<file path="config.mk">
export PLATFORM = sky130hd
export DESIGN_NAME = quad_encoder_velocity
export DESIGN_NICKNAME = d
export VERILOG_FILES = /design/src/rtl/quad_encoder_velocity.sv
export SDC_FILE = /design/constraint.sdc
export NUM_CORES = 1
export LEC_CHECK = 0
export ABC_AREA = 1
export ABC_CLOCK_PERIOD_IN_PS = 4150
export CAP_MARGIN = 20
export CORE_MARGIN = 2
export CORE_UTILIZATION = 55
export DETAILED_ROUTE_END_ITERATION = 8
export PLACE_DENSITY_LB_ADDON = 0.15
export SLEW_MARGIN = 5
export SYNTH_ARGS = -nofsm -noshare
export SYNTH_HDL_FRONTEND = slang
export SYNTH_SLANG_ARGS = --single-unit
</file>
<file path="constraint.sdc">
create_clock -name clk -period 4.15 [get_ports clk]
set_input_delay 0.83 -clock clk [delete_from_list [all_inputs] [get_ports clk]]
set_output_delay 0.83 -clock clk [all_outputs]
set_load 0.02 [all_outputs]
</file>
<file path="src/rtl/quad_encoder_velocity.sv">
// Quadrature encoder front end: synchronises and debounces the A/B pins, decodes a x4
// signed position, measures a saturating windowed velocity and flags skipped transitions.
module quad_encoder_velocity #(
  parameter int FILTER_LEN = 4,
  parameter int VEL_WINDOW = 60000
) (
  input  logic               clk,
  input  logic               rst,
  input  logic               encoder1,
  input  logic               encoder2,
  input  logic               zero,
  input  logic               err_clr,
  output logic signed [15:0] position,
  output logic signed [15:0] velocity,
  output logic               vel_valid,
  output logic               step_err
);

  localparam int FCW = (FILTER_LEN > 1) ? $clog2(FILTER_LEN) : 1;
  localparam int WCW = $clog2(VEL_WINDOW);
  localparam logic [FCW-1:0] FILT_LAST = FCW'(FILTER_LEN - 1);
  localparam logic [WCW-1:0] WIN_LAST  = WCW'(VEL_WINDOW - 1);

  // Channel vectors are packed {A, B}: bit 1 is encoder1, bit 0 is encoder2.
  logic [1:0]         r_sync1;
  logic [1:0]         r_sync2;
  logic [1:0]         r_filt;
  logic [1:0]         r_prev;
  logic [FCW-1:0]     r_fcnt [2];
  logic [FCW-1:0]     r_prime_cnt;
  logic               r_primed;
  logic [WCW-1:0]     r_win;
  logic signed [15:0] r_acc;

  logic               w_quiet;
  logic [1:0]         w_delta;
  logic               w_fwd;
  logic               w_rev;
  logic               w_illegal;
  logic signed [15:0] w_step;
  logic signed [16:0] w_acc_sum;
  logic signed [15:0] w_acc_sat;
  logic               w_win_last;

  // Gray phase to binary position in the forward cycle 00->01->11->10.
  function automatic logic [1:0] phase(input logic [1:0] s);
    return {s[1], s[1] ^ s[0]};
  endfunction

  // NOTE: every register below uses non-blocking assignment so all flops sample
  // pre-edge values; blocking here would collapse the two-stage synchroniser.
  always_ff @(posedge clk or negedge rst) begin
    if (!rst) begin
      r_sync1 <= 2'b00;
      r_sync2 <= 2'b00;
    end else begin
      r_sync1 <= {encoder1, encoder2};
      r_sync2 <= r_sync1;
    end
  end

  always_ff @(posedge clk or negedge rst) begin
    if (!rst) begin
      r_filt <= 2'b00;
      for (int i = 0; i < 2; i++) begin
        r_fcnt[i] <= '0;
      end
    end else begin
      for (int i = 0; i < 2; i++) begin
        if (r_sync2[i] == r_filt[i]) begin
          r_fcnt[i] <= '0;
        end else if (r_fcnt[i] == FILT_LAST) begin
          r_fcnt[i] <= '0;
          r_filt[i] <= r_sync2[i];
        end else begin
          r_fcnt[i] <= r_fcnt[i] + 1'b1;
        end
      end
    end
  end

  // Until the pins have been quiet long enough, prev just shadows the filter output,
  // so whatever state the shaft rests in after reset never counts as a step.
  assign w_quiet = (r_sync1 == r_sync2) && (r_sync2 == r_filt);

  always_ff @(posedge clk or negedge rst) begin
    if (!rst) begin
      r_prev      <= 2'b00;
      r_prime_cnt <= '0;
      r_primed    <= 1'b0;
    end else begin
      r_prev <= r_filt;
      if (!r_primed) begin
        if (!w_quiet) begin
          r_prime_cnt <= '0;
        end else if (r_prime_cnt == FILT_LAST) begin
          r_primed <= 1'b1;
        end else begin
          r_prime_cnt <= r_prime_cnt + 1'b1;
        end
      end
    end
  end

  assign w_delta    = phase(r_filt) - phase(r_prev);
  assign w_fwd      = r_primed && (w_delta == 2'd1);
  assign w_rev      = r_primed && (w_delta == 2'd3);
  assign w_illegal  = r_primed && (w_delta == 2'd2);
  assign w_step     = w_fwd ? 16'sd1 : (w_rev ? -16'sd1 : 16'sd0);
  assign w_acc_sum  = {r_acc[15], r_acc} + {w_step[15], w_step};
  assign w_win_last = (r_win == WIN_LAST);

  // A sign mismatch between the top two sum bits means the 16-bit range was left.
  always_comb begin
    w_acc_sat = w_acc_sum[15:0];
    if (w_acc_sum[16] != w_acc_sum[15]) begin
      w_acc_sat = w_acc_sum[16] ? 16'sh8000 : 16'sh7FFF;
    end
  end

  always_ff @(posedge clk or negedge rst) begin
    if (!rst) begin
      position <= '0;
      step_err <= 1'b0;
    end else begin
      position <= zero ? 16'sd0 : position + w_step;
      if (w_illegal) begin
        step_err <= 1'b1;
      end else if (err_clr) begin
        step_err <= 1'b0;
      end
    end
  end

  always_ff @(posedge clk or negedge rst) begin
    if (!rst) begin
      r_win     <= '0;
      r_acc     <= '0;
      velocity  <= '0;
      vel_valid <= 1'b0;
    end else begin
      vel_valid <= w_win_last;
      if (w_win_last) begin
        r_win    <= '0;
        r_acc    <= '0;
        velocity <= w_acc_sat;
      end else begin
        r_win <= r_win + 1'b1;
        r_acc <= w_acc_sat;
      end
    end
  end

endmodule
</file>
==> reports/results.tsv, run 1 <==
metric	value	unit
status	finished, final reports clean	
dp_hpwl	8.05	mm
grt_pass1_wl	18.9	mm
antennaDiodeCount	0	
switching_share	36.9	%
drive_above_1_share	13.8	%
core-area	9150	sq um
path_clk_slew	90	ps
yosysMostFrequentCell	nand2_1	
m1WireLength	5.13	mm
dieArea	10100	sq um
ys_async_sr_fraction	100	%
post_cts_buffers	0	
fin_ws	563	ps
yosysTopAreaCell	dfrtp_1	
firstDrtPassIters	5	
netSwitchingPower	0.000866	W
cts_num_sinks	81	
synth_top_area_share	39.4	%
top_layer_used	met4	
grt_max_degree	82	
post_drt_wl_per_cell	13.6	um
stdcell_area	5820	sq um
fin_crit_sh	86.4	%
placed_area	5580	sq um
synth.area.top_cells	dfrtp_1 39%, nand2_1 14%, inv_1 4.8%	
fp-row-count	35	
die_w	101	um
synthToLayoutAreaGrowth	13.1	%
ys_seq_elements	81	
max_slew.worst_pin.slew	620	ps
ys_types	42	
synth_edf_count	0	
fin_skew	11.7	ps
drt-total-wl	11.0	mm
cts_made_buffers	9	
h-tree-depth	3	
hold_viol	0	
drv_slew	0	
synth_fp_nets	679	
start_util	56.2	%
layout_min_cycle_time	3590	ps
dr_wl_met2	5.17	mm
drtIter0Drc	234	
io_pins	40	
p_per_area	403	nW/um^2
grt_pass1_vias	4205	
route.met3.wl	450	um
ir_worst_vdd	0.281	mV
start_kind	flip-flop	
drcViolationCount	0	
cp_max_fo	30	
ys_seq_area_share	39.4	%
tns	0	ps
hp-class	reg2reg	
synth_common_cells	188 x nand2_1, 81 x dfrtp_1, 66 x inv_1, 55 x nor2_1, 29 x a21oi_1	
antenna_left	0	
worst_setup_path_end_kind	flip-flop	
whs	404	ps
synthFlopType	dfrtp_1	
power_frac_comb	29.4	%
pre_cts_slack	619	ps
cts-root-buf	clkbuf_8	
yosys_warnings	0	
vias	4351	
grt_antenna_before_repair	0	
worstSkewPairLatency	360	ps
arrival	3840	ps
crit_type	reg2reg	
nets	718	
port_buffers	39	
overflow	0	
cts_tree	yes	
seq_power_share	42.3	%
rsz0062_at_grt	no	
clock_power_share	28.3	%
cts_resized	0	
maxCapViolCount	0	
max_slew_margin	58.1	%
track_usage	23.3	%
fmaxAchievable	0.279	GHz
leakage	2.99	nW
fin_util	63.6	%
finalWeightedCongestion	0.867	
synth_area_per_cell	7.82	sq um
finalSetupViolations	0	
nFillCells	787	
crit_required	4400	ps
syn_inst	658	
p_int	0.00148	W
synth_area	5150	sq um
floorplan.die.height	101	um
postCtsHoldBufs	0	
drt-vias-per-instance	5.35	
clockBufferDepth	2	
[layout by cell type (no fill, tap or decap), types with 2 or more instances in the layout]
cell / n
clkdlybuf4s50_1: 38
dfrtp_1: 81
nand2_1: 188
nor2_1: 55
o41ai_1: 9
buf_4: 4
a21oi_1: 29
nor4_1: 5
or2_2: 4
nand3_2: 3
xor2_1: 18
inv_2: 7
nor3_1: 12
nor2_4: 2
nand4_1: 24
o21a_1: 3
o21ai_0: 27
ha_1: 14
bufinv_16: 2
inv_1: 66
nand3_4: 3
nand2_4: 17
clkbuf_8: 9
nor3b_1: 2
nand2_2: 20
nand3_1: 16
xnor2_1: 9
nor2_2: 7
a21oi_2: 10
[worst paths after layout]
kind | start | endpoint | slack [ps] | cells past startpoint
worst max-delay path | r_filt[1]$_DFFE_PN0P_ | r_acc[0]$_DFF_PN0_ | 560 | 16
worst min-delay path | r_sync1[1]$_DFF_PN0_ | r_sync2[1]$_DFF_PN0_ | 400 | 0
worst max register to register | r_filt[1]$_DFFE_PN0P_ | r_acc[0]$_DFF_PN0_ | 560 | 16
worst min register to register | r_sync1[1]$_DFF_PN0_ | r_sync2[1]$_DFF_PN0_ | 400 | 0
max in group asynchronous | rst | r_acc[4]$_DFF_PN0_ | 3120 | 2
min in group asynchronous | rst | position[4]$_DFF_PN0_ | 420 | 1
[sequential cells by signal, summed over array words and instances (netlist names)]
signal,count
position,16
r_primed,1
r_filt,2
r_fcnt,4
r_sync2,2
r_acc,16
r_win,16
step_err,1
r_prev,2
r_prime_cnt,2
r_sync1,2
velocity,16
vel_valid,1
[cells by family (layout without fill, tap and decap cells)]
| group | Yosys count | count (layout) | synth area share, % |
|---|---|---|---|
| and+or+nand+nor | 362 | 362 | 34.4 |
| buffers and inverters | 89 | 133 | 7.83 |
| AOI/OAI and AO/OA | 83 | 83 | 9.77 |
| DFF | 81 | 81 | 39.4 |
| xor gates and xnor gates | 27 | 27 | 4.59 |
| adders and majority gates | 15 | 15 | 3.79 |
| muxes | 1 | 1 | 0.219 |
[power groups by stage]
stage               registers, W  logic [W]  clock network (W)
finish                  0.000993   0.000691           0.000665
global route             0.00101   0.000773           0.000712
CTS                     0.000993   0.000693           0.000680
detailed placement       0.00101   0.000692                  0
global placement         0.00100   0.000677                  0
floorplan               0.000973   0.000592                  0
[worst max-delay path, cell delays in order, from the launching register on]
cell     delay, ps
dfrtp_1        450
xnor2_1        160
ha_1           340
nor2_4         390
nand3_4        110
buf_4          270
nand2_1        100
nand2_1        110
o21ai_1        310
nand2_1        130
nand2_2        130
nand2_2         80
nand2_2         70
nand2_2         70
nand2_2        110
nand3_4        320
a21oi_1        310
[metrics by stage]
stage                     instances  power [W]
final                           813    0.00235
after global routing            813    0.00249
after CTS                       812    0.00237
after detailed placement        796    0.00170
after global placement          796    0.00168
after floorplan                 658    0.00157
[metal layers]
layer | track usage [%] | up-vias
li1 | - | 2207
met4 | 8.64 | 0
met2 | 37.6 | 94
met3 | 3.88 | 26
met5 | 0 | -
met1 | 31.4 | 2024
[final cells by class]
class / count / area (sq um) / share of cell area, %
flip-flops and latches: 81 / 2030 / 34.8
multi-input cells: 488 / 2720 / 46.8
clock buffers: 9 / 124 / 2.13
inverters: 74 / 278 / 4.77
repair buffers: 43 / 430 / 7.39
well taps: 111 / 139 / 2.39
clock inverters: 7 / 101 / 1.74
Power figures use the tool's default switching activity.
==> run 2: changes to the inputs <==
--- a/config.mk
+++ b/config.mk
@@ -6,10 +6,10 @@
 export NUM_CORES = 1
 export LEC_CHECK = 0
 export ABC_AREA = 1
-export ABC_CLOCK_PERIOD_IN_PS = 4150
+export ABC_CLOCK_PERIOD_IN_PS = 4400
 export CAP_MARGIN = 20
 export CORE_MARGIN = 2
-export CORE_UTILIZATION = 55
+export CORE_UTILIZATION = 60
 export DETAILED_ROUTE_END_ITERATION = 8
 export PLACE_DENSITY_LB_ADDON = 0.15
 export SLEW_MARGIN = 5
==> constraint.sdc (replaced) <==
create_clock -name clk -period 4.4 [get_ports clk]
set_input_delay 0.88 -clock clk [delete_from_list [all_inputs] [get_ports clk]]
set_output_delay 0.88 -clock clk [all_outputs]
set_load 0.02 [all_outputs]
==> run 2 against run 1 <==
Against the previous run:
- maximum frequency barely moved
- global-route usage grew 1.2 points
- critical path depth rose by 3
- largest power group unchanged
==> reports/results.tsv, run 2 (synthesized netlist as in run 1, its figures left out) <==
metric	value	unit	change
stdcell_count	807		-0.74%
crit_type	reg2reg		
worstSkewPairLatency	360	ps	about the same
worst_setup_path_end_kind	flip-flop		
post_cts_buffers	0		unchanged
start_util	62.3	%	+6.1 points
status	finished, final reports clean		
cp_max_fo	16		-47%
rsz0062_at_grt	no		
finalSetupViolations	0		unchanged
dp_hpwl	8.20	mm	+1.9%
tns	0	ps	unchanged
drt-total-wl	11.1	mm	+0.85%
firstDrtPassIters	6		+1
drv_slew	0		unchanged
h-tree-depth	3		unchanged
cts_resized	0		unchanged
grt_max_degree	82		unchanged
io_pins	40		unchanged
die_w	96.6	um	-4.1%
fmaxAchievable	0.279	GHz	about the same
synthToLayoutAreaGrowth	13.3	%	
drcViolationCount	0		unchanged
dp_cells	790		-0.75%
port_buffers	39		unchanged
layout_min_cycle_time	3580	ps	-2.58 ps
drive_above_1_share	13.5	%	-0.28 points
cts-root-buf	clkbuf_8		
finalWeightedCongestion	0.943		+8.8%
core-area	8260	sq um	-9.8%
whs	398	ps	-5.49 ps
overflow	0		unchanged
clockBufferDepth	2		unchanged
vias	4479		+2.9%
layout_common_cells	188 x nand2_1, 81 x dfrtp_1, 66 x inv_1		
arrival	3840	ps	about the same
max_slew_margin	59.6	%	+1.5 points
track_usage	24.5	%	+1.2 points
grt_pass1_wl	19.0	mm	+0.43%
slowest_stage	dfrtp_1		
drtIter0Drc	201		-14%
rr_endpoint	velocity[2]$_DFFE_PN0P_		
fin_skew	14.4	ps	+2.67 ps
cp_cell_sequence	xnor2_1 -> ha_1 -> nor2_4 -> nand3_4 -> inv_2 -> ha_1 -> a21o_1 -> nand2_1 -> nand2_1 -> nand3_1 -> nand2_1 -> nand2_2 -> nand3_2 -> nand2_2 -> nand3_4 -> nand2_1 -> nand2_1 -> nand2_1 -> nand2_1		
path_common_cell	nand2_1		
cts_num_sinks	81		unchanged
maxCapViolCount	0		unchanged
ir_worst_vdd	0.235	mV	-16%
floorplan.die.height	96.6	um	-4.1%
start_kind	flip-flop		
dieArea	9340	sq um	-8.0%
r2r_start	r_filt[1]$_DFFE_PN0P_		
cts_tree	yes		
mostFrequentLayoutCell	nand2_1		
path_clk_slew	90	ps	about the same
max_slew.worst_pin.slew	602	ps	-17.9 ps
nFillCells	678		-14%
antennaDiodeCount	0		unchanged
nets	718		unchanged
hp-class	in2async		
drt-vias-per-instance	5.55		+3.7%
reg2reg_depth	19		+3
grt_pass1_vias	4208		+0.071%
fin_crit_sh	81.5	%	-5.0 points
hold_viol	0		unchanged
post_drt_wl_per_cell	13.8	um	+1.6%
cts_made_buffers	9		unchanged
antenna_left	0		unchanged
fp-row-count	33		-5.7%
r2r_slack	820	ps	+250 ps
postCtsHoldBufs	0		unchanged
leakage	3.00	nW	+0.30%
critPathMaxStageDelay	440	ps	about the same
p_per_area	387	nW/um^2	-4.1%
grt_antenna_before_repair	0		unchanged
crit_required	4660	ps	+260 ps
[run 2: worst max-delay path by stage]
| stage | cells after the start | endpoint | startpoint | slack (ps) |
|---|---|---|---|---|
| 6_report | 19 | velocity[2]$_DFFE_PN0P_ | r_filt[1]$_DFFE_PN0P_ | 820 |
| 5_1_grt | 18 | velocity[4]$_DFFE_PN0P_ | r_filt[1]$_DFFE_PN0P_ | 480 |
| 4_1_cts | 19 | velocity[2]$_DFFE_PN0P_ | r_filt[1]$_DFFE_PN0P_ | 800 |
| 3_5_place_dp | 19 | velocity[4]$_DFFE_PN0P_ | r_filt[1]$_DFFE_PN0P_ | 810 |
| 3_3_place_gp | 19 | velocity[2]$_DFFE_PN0P_ | r_filt[1]$_DFFE_PN0P_ | 960 |
| 2_1_floorplan | 22 | velocity[11]$_DFFE_PN0P_ | r_filt[1]$_DFFE_PN0P_ | 1110 |
[run 2: report_power, final]
group          switching [W]  total (W)  internal [W]
Clock               0.000279   0.000657      0.000378
Combinational       0.000424   0.000663      0.000239
Sequential          0.000101   0.000937      0.000836
[run 2: critical path, delay by kind of cell, from the launching register on]
kind | cells | cell delay (ps)
AO/OA/AOI/OAI | 1 | 170
XOR/XNOR | 1 | 160
adder cells (fa/ha/maj) | 2 | 590
buffers and inverters | 1 | 150
flip-flops | 1 | 440
AND/OR/NAND/NOR | 14 | 1970
[run 2: metal layers]
metal	up-vias	part of all wire [%]	global-route usage [%]
met5	-	0	0
met4	0	2.7	10.3
met3	23	5.4	4.41
met2	146	48	40.5
met1	2097	44	31.8
li1	2213	-	-
[run 2: final cells by class]
type / instances / area, sq um / area share (%)
Clock buffer: 11 / 131 / 2.25
Clock inverter: 5 / 104 / 1.78
Inverter: 74 / 278 / 4.76
Multi-Input combinational cell: 488 / 2720 / 46.7
Sequential cell: 81 / 2030 / 34.7
Tap cell: 105 / 131 / 2.25
Timing Repair Buffer: 43 / 438 / 7.51
[run 2: through the flow]
stage	setup WS [ps]	utilization (%)	total power, W	area, sq um
detailed placement	812	67.5	0.00161	5570
floorplan	1110	-	0.00148	5150
global placement	961	67.5	0.00158	5570
global route	484	70.6	0.00239	5830
finish	815	70.6	0.00226	5830
CTS	802	70.3	0.00226	5810
